File: config.mk
export PLATFORM = sky130hd
export DESIGN_NAME = vec_reg_scoreboard
export DESIGN_NICKNAME = d
export VERILOG_FILES = /design/src/rtl/vec_reg_scoreboard.sv
export SDC_FILE = /design/constraint.sdc
export NUM_CORES = 1
export LEC_CHECK = 0
export CAP_MARGIN = 5
export CORE_ASPECT_RATIO = 0.6
export CORE_UTILIZATION = 60
export CTS_BUF_LIST = sky130_fd_sc_hd__clkbuf_4 sky130_fd_sc_hd__clkbuf_8 sky130_fd_sc_hd__clkbuf_16
export CTS_CLUSTER_DIAMETER = 80
export CTS_CLUSTER_SIZE = 40
export DETAILED_ROUTE_END_ITERATION = 8
export GPL_TIMING_DRIVEN = 0
export PLACE_DENSITY_LB_ADDON = 0.08
export RECOVER_POWER = 100
export SLEW_MARGIN = 10
export SYNTH_ARGS = -nofsm -noshare
export SYNTH_HDL_FRONTEND = slang
export SYNTH_SLANG_ARGS = --single-unit
File: constraint.sdc
create_clock -name clk -period 7.3 [get_ports clk]
set_input_delay 1.095 -clock clk [delete_from_list [all_inputs] [get_ports clk]]
set_output_delay 1.095 -clock clk [all_outputs]
set_load 0.02 [all_outputs]
File: src/rtl/vec_reg_scoreboard.sv
// -----------------------------------------------------------------------------
// vec_reg_scoreboard
//
// Issue-side hazard tracker for an 8-entry vector register file that is
// architecturally numbered 16..23. Each physical register carries a pending
// bit and a 3-bit latency countdown. A shared 8-bit slot vector reserves the
// single write port: slot[k] set means the port is taken k cycles from now.
// An instruction is accepted in the cycle it is presented if it has no
// illegal field and no RAW, WAW or write-port hazard. There is no bypass.
//
// Ports
//   clk, rst_n        clock (rising edge) and asynchronous active-low reset
//   issue_valid       an instruction is presented
//   issue_rs1/rs2/rd  architectural source/destination numbers (5 bits)
//   issue_use_rs1/2   source operand is read
//   issue_wr_rd       destination is written
//   issue_lat         execution latency, 1..7
//   flush             synchronous clear of all tracking state
//   issue_ready       instruction accepted this cycle (combinational)
//   illegal           presented instruction has an illegal field
//   rd1_idx/rd2_idx   physical index of rs1/rs2 (0 when out of range)
//   wb_valid, wb_idx  write-port grant and physical register written
//   inflight          number of outstanding writes, 0..8
// -----------------------------------------------------------------------------
module vec_reg_scoreboard (
  input  logic       clk,
  input  logic       rst_n,
  input  logic       issue_valid,
  input  logic [4:0] issue_rs1,
  input  logic [4:0] issue_rs2,
  input  logic [4:0] issue_rd,
  input  logic       issue_use_rs1,
  input  logic       issue_use_rs2,
  input  logic       issue_wr_rd,
  input  logic [2:0] issue_lat,
  input  logic       flush,
  output logic       issue_ready,
  output logic       illegal,
  output logic [2:0] rd1_idx,
  output logic [2:0] rd2_idx,
  output logic       wb_valid,
  output logic [2:0] wb_idx,
  output logic [3:0] inflight
);

  localparam int NUM_REGS = 8;

  logic [NUM_REGS-1:0] pend;
  logic [2:0]          cnt [NUM_REGS];
  logic [7:0]          slot;

  logic       rs1_ok;
  logic       rs2_ok;
  logic       rd_ok;
  logic [2:0] wr_idx;
  logic       raw_hazard;
  logic       waw_hazard;
  logic       port_hazard;
  logic       accept_wr;
  logic [7:0] reserve;

  // Vector registers occupy 16..23, i.e. the upper two bits read 2'b10.
  function automatic logic is_vreg(input logic [4:0] r);
    return r[4:3] == 2'b10;
  endfunction

  assign rs1_ok = is_vreg(issue_rs1);
  assign rs2_ok = is_vreg(issue_rs2);
  assign rd_ok  = is_vreg(issue_rd);
  assign wr_idx = issue_rd[2:0];

  assign rd1_idx = rs1_ok ? issue_rs1[2:0] : 3'd0;
  assign rd2_idx = rs2_ok ? issue_rs2[2:0] : 3'd0;

  assign illegal = issue_valid &
                   ((issue_use_rs1 & ~rs1_ok) |
                    (issue_use_rs2 & ~rs2_ok) |
                    (issue_wr_rd   & ~rd_ok)  |
                    (issue_wr_rd   & (issue_lat == 3'd0)));

  // Pending is still set during the write-back cycle, so a dependent
  // instruction stalls through it and issues on the following cycle.
  assign raw_hazard  = (issue_use_rs1 & pend[rd1_idx]) |
                       (issue_use_rs2 & pend[rd2_idx]);
  assign waw_hazard  = issue_wr_rd & pend[wr_idx];
  assign port_hazard = issue_wr_rd & slot[issue_lat];

  assign issue_ready = issue_valid & ~illegal & ~raw_hazard & ~waw_hazard &
                       ~port_hazard & ~flush;
  assign accept_wr   = issue_ready & issue_wr_rd;
  assign reserve     = accept_wr ? (8'd1 << issue_lat) : 8'd0;

  // Slot reservation guarantees at most one register reaches cnt==1 per
  // cycle, so the scan below finds a single winner.
  always_comb begin
    // NOTE: every always_comb output gets a default first so no path can
    // leave it unassigned and infer a latch.
    wb_valid = 1'b0;
    wb_idx   = 3'd0;
    for (int p = 0; p < NUM_REGS; p++) begin
      if (pend[p] && cnt[p] == 3'd1) begin
        wb_valid = 1'b1;
        wb_idx   = 3'(p);
      end
    end
  end

  always_ff @(posedge clk or negedge rst_n) begin
    // NOTE: state registers use non-blocking assignments so every flop
    // samples pre-edge values regardless of statement order.
    if (!rst_n) begin
      pend     <= '0;
      slot     <= '0;
      inflight <= 4'd0;
      // NOTE: cnt is a handful of flops, not a RAM, so it is reset along
      // with the rest of the tracking state.
      for (int p = 0; p < NUM_REGS; p++) cnt[p] <= 3'd0;
    end else if (flush) begin
      pend     <= '0;
      slot     <= '0;
      inflight <= 4'd0;
      for (int p = 0; p < NUM_REGS; p++) cnt[p] <= 3'd0;
    end else begin
      // Reserve at distance issue_lat as seen this cycle; the shift turns it
      // into distance issue_lat-1 as seen from the next cycle.
      slot <= (slot | reserve) >> 1;
      for (int p = 0; p < NUM_REGS; p++) begin
        if (accept_wr && wr_idx == 3'(p)) begin
          pend[p] <= 1'b1;
          cnt[p]  <= issue_lat;
        end else begin
          if (cnt[p] != 3'd0) cnt[p] <= cnt[p] - 3'd1;
          if (wb_valid && wb_idx == 3'(p)) pend[p] <= 1'b0;
        end
      end
      inflight <= inflight + {3'd0, accept_wr} - {3'd0, wb_valid};
    end
  end

endmodule

==> results of run 1 <==
[state kept, by name, summed over array words and instances (netlist names)]
register  count
cnt          24
inflight      4
pend          8
slot          7
[cells in the mapped netlist (all sizes together) (4+ instances only)]
cell / instances
nor2b: 7
nand3: 5
nand4: 5
a21oi: 20
nand2: 13
o21ai: 8
nand2b: 8
a221o: 4
dfrtp: 43
inv: 32
or2: 4
and3b: 7
nor2: 50
nor3: 5
clkbuf: 6
xor2: 9
o2bb2ai: 4
nand4b: 5
ha: 28
nand3b: 11
mux2: 27
[per-stage QoR]
step                instances  power (mW)  setup WS, ps  hold slack [ps]  util, %
CTS                       453        1.03          2100              484     74.5
floorplan                 339       0.744          3250              450        -
detailed placement        445       0.861          2100              476     72.5
finish                    453        1.02          1330              482     72.8
global route              453        1.12          1230              506     72.8
global placement          444       0.834          2130              458     72.2
[layout by cell type, fill, tap and decap left out, drive strengths merged, types with 3 or more instances in the layout]
cell type	instances
a31o	3
nand2	13
a21boi	3
nor2b	7
mux2	27
nand2b	8
a21oi	20
o21ai	8
nand4	5
or2	4
nand3b	11
nand4b	5
and3b	7
clkbuf	16
dfrtp	43
xor2	9
ha	28
nor2	50
inv	32
o2bb2ai	4
a221o	4
nand3	5
clkdlybuf4s50	21
nor3	5
mux4	3
mux2i	3
dlygate4sd3	17
[power by group through the flow]
stage	clock network, mW	logic (mW)	registers, mW
after global routing	0.184	0.580	0.358
after floorplan	0	0.399	0.345
after CTS	0.173	0.513	0.348
after global placement	0	0.485	0.349
after detailed placement	0	0.509	0.352
final	0.171	0.499	0.348
[kinds of logic (layout without fill, tap and decap cells)]
kind of cell             Yosys count  after routing  share of synthesized area, %
multiplexers                      33             33                          13.0
AND/OR/NAND/NOR                  131            131                          22.7
XOR/XNOR                          11             11                          2.98
flip-flops                        43             43                          33.3
adder cells (fa/ha/maj)           29             29                          11.5
buffers and inverters             40             88                          4.69
AO/OA/AOI/OAI                     52             52                          11.8
[worst register-to-register path, delay by kind of cell (launching register included)]
kind                     cells  cell delay [ps]
adder cells (fa/ha/maj)      3              930
AND/OR/NAND/NOR              3              800
multiplexers                 2              890
buffers and inverters        1               40
AO/OA/AOI/OAI                1              980
XOR/XNOR                     1              150
flip-flops                   1              460
[routing by layer]
metal  part of all wire (%)  wire [um]  GRT usage (%)  up-vias
li1                       -          -              -     1287
met4                   0.80         62           9.81        0
met2                     42       3280           43.7      104
met3                    8.4        651           6.29        6
met1                     48       3740           43.1     1263
met5                      0          0              0        -
[area by class of cell]
type	count	area (um2)
Inverter	32	120
Buffer	8	31.3
Clock buffer	8	104
Sequential cell	43	1080
Multi-Input combinational cell	256	1930
Fill cell	401	1390
Tap cell	66	82.6
Timing Repair Buffer	40	388
[worst paths after layout]
kind / startpoint / end / depth (start not counted)
min in group asynchronous: rst_n / pend[6] / 1
max reg2reg: pend[5] / inflight[2] / 11
max in group asynchronous: rst_n / cnt[2] / 2
min reg2reg: slot[1] / slot[0] / 1
max: issue_rd[0] / issue_ready / 7
min: slot[1] / slot[0] / 1
==> results.ini, run 1 <==
[outcome]
outcome=finished with violations
violations=capacitance limit, slew limit

[clock_network]
post_cts.repair.setup_buffers=0
cts_sinks=43
cts_buffers=5
cts-htree-levels=2
cts_tree=done
ctsResizeCount=0
path_clk_slew_ps=80
cts-root-buf=clkbuf_8
clock_latency_ps=300
ctsHoldBuffers=0
clk_path_buf_depth=2

[routing]
drc=0
dr.pass1.iters=4
routed-via-count=2660
viasPerCell=5.87
drt_iter0_drc=153
ant_nets=0
post_drt_wl_per_cell_um=17.1
wl_um=7730

[setup_path]
r2r_slack_ps=2920
cp-start-kind=input pin
path_max_fanout=10
path_class=input pin to output pin
end_kind=output pin
crit_slowest_cell=a211oi_1
cp_num_buf_inv=2
cp_cell_sequence=dlygate4sd3_1, mux4_1, mux2_1, a211oi_1, and2b_1, nor3_1, dlygate4sd3_1
cpLargestDelayFamily=buffers and inverters
critPathRequiredTime_ps=6200
cp.arrival_ps=4870
crit_path_max_incr_delay_ps=980
path_common_cell=dlygate4sd3_1

[timing]
tightest_slew_ps=1890
slew_violations=35
setup_viol=0
min_period_over_period_pct=81.7
fmax_mhz=168
clock-skew-final_ps=5.23
rsz0062_at_grt=no
final-hold-violation-count=0
timing.setup.tns_ps=0
slew_headroom_pct=-25.7
finalCriticalPeriod_ps=5970

[synthesis]
syn-num-nets=393
async_flop_share_pct=100
synth_ff_type=dfrtp_1
yosysTopAreaCell=dfrtp_1
ys_seq_area_share_pct=33.3
yosys_warnings=0
synth.area.top_cells=dfrtp_1, ha_1, mux2_2
synthCells=339
syn_area_per_cell_um2=9.53
synth_edf_count=0
yosys.area.top_type_share_pct=33.3
synth_area_um2=3230
ys_types=54
synth-seq-cells=43

[job]
cap_viol_max_count=1

[hold_path]
hold_class=register to register

[power_and_ir_drop]
sequentialPowerShare_pct=34.2
vdd_drop_max_mv=0.151
powerDensity_nw_per_um2=273
p_clk_share_pct=16.8
p_leak_nw=1.79
p_int_mw=0.631
p_comb_share_pct=49.0
swShare_pct=38.1
power_switching_mw=0.388

[placed_design]
gp_congestion=0.874
portBuffers=39
placedInstanceArea_um2=3720
dp.final_hpwl_um=5790

[finish]
nets=440
area_growth_pct=15.6
fin_area_um2=3740
antennaDiodeCount=0
drive_above_1_share_pct=9.56

[global_route]
grt_max_degree=35
grt_pass1_vias=2589
grt_pass1_wl_um=12900
grt_use_total_pct=29.4
antenna_found_initial=0
grt-ovfl-total=0

[floorplan]
num_io_pins=41
core_area_um2=5130
fp.dieW_um=96.7
die_area_um2=5690
die_h_um=58.8
num_rows=20
start_util_pct=63.0

Power figures use the tool's default switching activity.
==> inputs of run 2 (changes only) <==
--- a/config.mk
+++ b/config.mk
@@ -7,7 +7,7 @@
 export LEC_CHECK = 0
 export CAP_MARGIN = 5
 export CORE_ASPECT_RATIO = 0.6
-export CORE_UTILIZATION = 60
+export CORE_UTILIZATION = 56
 export CTS_BUF_LIST = sky130_fd_sc_hd__clkbuf_4 sky130_fd_sc_hd__clkbuf_8 sky130_fd_sc_hd__clkbuf_16
 export CTS_CLUSTER_DIAMETER = 80
 export CTS_CLUSTER_SIZE = 40
==> constraint.sdc (replaced) <==
create_clock -name clk -period 5.84 [get_ports clk]
set_input_delay 0.876 -clock clk [delete_from_list [all_inputs] [get_ports clk]]
set_output_delay 0.876 -clock clk [all_outputs]
set_load 0.02 [all_outputs]
==> run 2 against run 1 <==
Net effect: the flow still finishes with violations (capacitance limit, slew limit); routed wire length up 4.4%; die area up 6.9%; total power up 25%; critical path depth unchanged; sequential power up 25%; worst hold slack better by 4.6 ps; critical endpoint unchanged; largest power group unchanged.
==> results.ini, run 2 (synthesis gave the netlist of run 1 again) <==
[clock_network]
post_cts.repair.setup_buffers=0
cts_sinks=43
clk_path_buf_depth=2
ctsResizeCount=0
cts_tree=done
cts-htree-levels=2
cts_buffers=5
cts-root-buf=clkbuf_8
path_clk_slew_ps=80
ctsHoldBuffers=0
clock_latency_ps=300

[outcome]
outcome=finished with violations
violations=capacitance limit, slew limit

[setup_path]
cp-start-kind=input pin
cp.arrival_ps=4030
crit_slowest_cell=dlygate4sd3_1
startpoint=issue_rd[0]
path_common_cell=dlygate4sd3_1
path_class=input pin to output pin
cp_cell_sequence=dlygate4sd3_1, mux4_1, mux2_1, a211oi_4, and2b_1, nor3_1, dlygate4sd3_1
path_max_fanout=10
cp_num_buf_inv=2
r2r_slack_ps=2180
critPathRequiredTime_ps=4960
r2r_start=pend[5]
crit_path_max_incr_delay_ps=720
cpLargestDelayFamily=buffers and inverters
end_kind=output pin

[routing]
drt_iter0_drc=187
wl_um=8070
ant_nets=0
drc=0
viasPerCell=5.91
post_drt_wl_per_cell_um=17.4
dr.pass1.iters=5
routed-via-count=2738

[global_route]
grt-ovfl-total=0
grt_pass1_wl_um=13000
grt_max_degree=34
grt_use_total_pct=28.5
grt_pass1_vias=2540
antenna_found_initial=0

[hold_path]
min_from=slot[2]
hold_class=register to register

[finish]
drive_above_1_share_pct=10.1
fillers=426
nets=440
final_common_cell=nor2_1
regMostFlops=cnt
antennaDiodeCount=0
area_growth_pct=16.1
reg_top3=cnt: 24 flops, pend: 8 flops, slot: 7 flops
largest_reg_flops=24
layout_common_cells=nor2_1, dfrtp_1, inv_1

[timing]
tightest_slew_ps=1860
fmax_mhz=204
slew_headroom_pct=-23.8
timing.setup.tns_ps=0
slew_violations=34
clock-skew-final_ps=10.5
setup_viol=0
final-hold-violation-count=0
holdWs_ps=487
finalCriticalPeriod_ps=4900
min_period_over_period_pct=83.9
rsz0062_at_grt=no

[job]
cap_viol_max_count=1

[floorplan]
num_io_pins=41
die_area_um2=6090
fp.dieW_um=100
num_rows=20
core_area_um2=5310
die_h_um=60.8
start_util_pct=60.9

[placed_design]
gp_congestion=0.944
portBuffers=39
dp.final_hpwl_um=6040

[power_and_ir_drop]
powerDensity_nw_per_um2=340
vdd_drop_max_mv=0.226
p_leak_nw=1.79

## run 2: power by group
group	leakage, nW	switching [mW]	internal [mW]	total [mW]
Clock	0.0470	0.104	0.0929	0.197
Sequential	0.579	0.0566	0.378	0.434
Combinational	1.17	0.339	0.305	0.644
## run 2: path summary, 6_finish.rpt
path | end | cells past startpoint
max | issue_ready | 7
min | slot[1] | 2
max reg2reg | inflight[2] | 11
min reg2reg | slot[1] | 2
max in group asynchronous | cnt[15] | 2
min in group asynchronous | inflight[3] | 1
## run 2: layout make-up
| class | count | area [um2] | share of cell area, % |
|---|---|---|---|
| Multi-Input combinational cell | 256 | 1950 | 52.0 |
| Sequential cell | 43 | 1080 | 28.7 |
| Timing Repair Buffer | 40 | 388 | 10.3 |
| Inverter | 32 | 120 | 3.20 |
| Tap cell | 77 | 96.3 | 2.57 |
| Clock buffer | 6 | 82.6 | 2.20 |
| Buffer | 8 | 31.3 | 0.834 |
| Clock inverter | 1 | 5.00 | 0.133 |
## run 2: worst register-to-register path: stages (launching register included)
cell and delay (ps):
dfrtp_1 440, mux4_1 510, mux2_1 380, a211oi_4 400, nand2_1 120, or4_1 500, ha_1 310, inv_1 40
ha_1 200, fa_1 390, xnor2_1 150, nor2_1 70
## run 2: through the flow
step	util [%]	setup WS (ps)	power, mW	instances	instance area, um2
floorplan	-	2050	0.930	339	3230
global placement	70.1	1150	1.04	455	3720
detailed placement	70.4	1150	1.09	456	3730
CTS	72.0	1130	1.29	463	3820
global route	70.7	854	1.39	463	3750
finish	70.7	938	1.28	463	3750
## run 2: routing by layer
layer	wire length, um	global-route usage [%]
met1	3890	42.0
met2	3240	42.5
met3	773	6.11
met4	172	8.49
met5	0	0
==> inputs of run 3 (changes only) <==
--- a/config.mk
+++ b/config.mk
@@ -7,7 +7,7 @@
 export LEC_CHECK = 0
 export CAP_MARGIN = 5
 export CORE_ASPECT_RATIO = 0.6
-export CORE_UTILIZATION = 56
+export CORE_UTILIZATION = 51
 export CTS_BUF_LIST = sky130_fd_sc_hd__clkbuf_4 sky130_fd_sc_hd__clkbuf_8 sky130_fd_sc_hd__clkbuf_16
 export CTS_CLUSTER_DIAMETER = 80
 export CTS_CLUSTER_SIZE = 40
==> constraint.sdc (replaced) <==
create_clock -name clk -period 4.15 [get_ports clk]
set_input_delay 0.6225 -clock clk [delete_from_list [all_inputs] [get_ports clk]]
set_output_delay 0.6225 -clock clk [all_outputs]
set_load 0.02 [all_outputs]
==> run 3 against run 2 <==
Net effect: the run now ends clean; sequential cell count is the same; utilization down 8.7 points; total power rose by 39%; setup slack lost 720 ps; global-route usage down 1.5 points; worst hold slack lost 22 ps.
==> results.ini, run 3 (synthesis gave the netlist of run 1 again) <==
[outcome]
outcome=completed

[clock_network]
path_clk_slew_ps=90
ctsHoldBuffers=0
clock_latency_ps=300
cts_buffers=5
clk_path_buf_depth=2
cts_tree=done
cts-htree-levels=2
cts-root-buf=clkbuf_8
cts_sinks=43

[setup_path]
r2r_slack_ps=690
cp-start-kind=input pin
timing.rr.end=inflight[2]
path_class=input pin to output pin
critPathRequiredTime_ps=3530
end_kind=output pin
reg2reg_depth=11
path_max_fanout=10
cp.arrival_ps=3310
r2r_start=pend[0]

[placed_design]
gp_congestion=0.841
portBuffers=39
dp.final_hpwl_um=6070
place_ws_ps=-306

[finish]
final_common_cell=nor2_1
nets=442
seq_area_um2=1080
largest_reg_flops=24
drive_above_1_share_pct=11.6
reg_top3=cnt: 24 flops, pend: 8 flops, slot: 7 flops
regMostFlops=cnt
fillers=553
layout_common_cells=nor2_1, dfrtp_1, inv_1
area_growth_pct=17.3
multi_input_area_um2=1960
antennaDiodeCount=0

[timing]
fmax_mhz=255
fin_ws_ps=222
slew_violations=0
final-hold-violation-count=0
rsz0062_at_grt=no
timing.setup.tns_ps=0
slew_headroom_pct=6.81
clock-skew-final_ps=11.6
min_period_over_period_pct=94.7
tightest_slew_ps=1400
setup_viol=0
finalCriticalPeriod_ps=3930

[routing]
viasPerCell=5.56
wl_um=8110
post_drt_wl_per_cell_um=17.1
ant_nets=0
dr.pass1.iters=4
drt_iter0_drc=195
drc=0
routed-via-count=2630

[floorplan]
num_rows=22
die_area_um2=6670
num_io_pins=41
fp.dieW_um=105
core_area_um2=6110
die_h_um=63.7
start_util_pct=52.9

[job]
cap_viol_max_count=0

[power_and_ir_drop]
powerDensity_nw_per_um2=468
p_leak_nw=1.81
vdd_drop_max_mv=0.289

[global_route]
grt_use_total_pct=27.0
antenna_found_initial=0
grt_max_degree=26
grt-ovfl-total=0
grt_pass1_wl_um=13600
grt_pass1_vias=2600

[hold_path]
hold_class=input pin to asynchronous set/reset pin

-- run 3: cell types whose count changed in the layout (fill, tap and decap cells not counted), moves of 2 or more --
cell             before  now
buf_4                 0    2
clkbuf_4              0    2
clkdlybuf4s50_1      21   24
dlygate4sd3_1        17   13
-- run 3: stage by stage --
stage | util, % | power, mW | hold WS (ps) | instances | area (um2)
detailed placement | 61.2 | 1.51 | 471 | 463 | 3740
global placement | 61.0 | 1.47 | 464 | 462 | 3730
floorplan | - | 1.31 | 327 | 339 | 3230
CTS | 63.0 | 1.79 | 276 | 473 | 3850
global route | 62.0 | 1.96 | 502 | 473 | 3790
finish | 62.0 | 1.77 | 466 | 473 | 3790
-- run 3: worst max-delay path by stage --
stage,slack [ps],start,cells past startpoint,end
2_1_floorplan,610,issue_lat[0],12,inflight[2]
3_3_place_gp,-240,issue_rd[0],12,inflight[2]
3_5_place_dp,-310,issue_rd[0],12,inflight[2]
4_1_cts,60,issue_rs1[0],7,issue_ready
5_1_grt,80,issue_rs1[0],7,issue_ready
6_report,220,issue_rs1[0],7,issue_ready
-- run 3: worst max-delay path, stage by stage --
cell and delay [ps]:
clkdlybuf4s50_1 600, mux2_2 370, a221o_1 310, o21ai_1 310
o21bai_2 200, nor3_1 240, clkdlybuf4s50_1 650
-- run 3: per-layer routing --
metal | GRT usage [%] | wire length, um | vias to the layer above
met2 | 37.3 | 3190 | 82
met4 | 7.57 | 103 | 0
li1 | - | - | 1289
met3 | 4.45 | 564 | 10
met1 | 42.3 | 4260 | 1249
met5 | 0 | 0 | -
-- run 3: area by class of cell --
type                       count  share of cell area [%]
buffer                         8                   0.826
sequential                    43                    28.4
clock buffer                   7                    2.21
inverter                      32                    3.17
tap                           84                    2.77
clock inverter                 1                   0.132
multi-input combinational    256                    51.8
timing repair buffer          42                    10.7
-- run 3: where the power goes --
part           internal (mW)  switching, mW  total (mW)
registers              0.531         0.0796       0.611
logic                  0.425          0.457       0.882
clock network          0.132          0.148       0.279
total                   1.09          0.685        1.77
-- run 3: repair_timing --
item                                    CTS  global route
gates resized for setup                   1             4
endpoints found under the setup margin    1             3
cloned                                    0             0
pin swaps                                 1             0
buffers inserted                          2             0
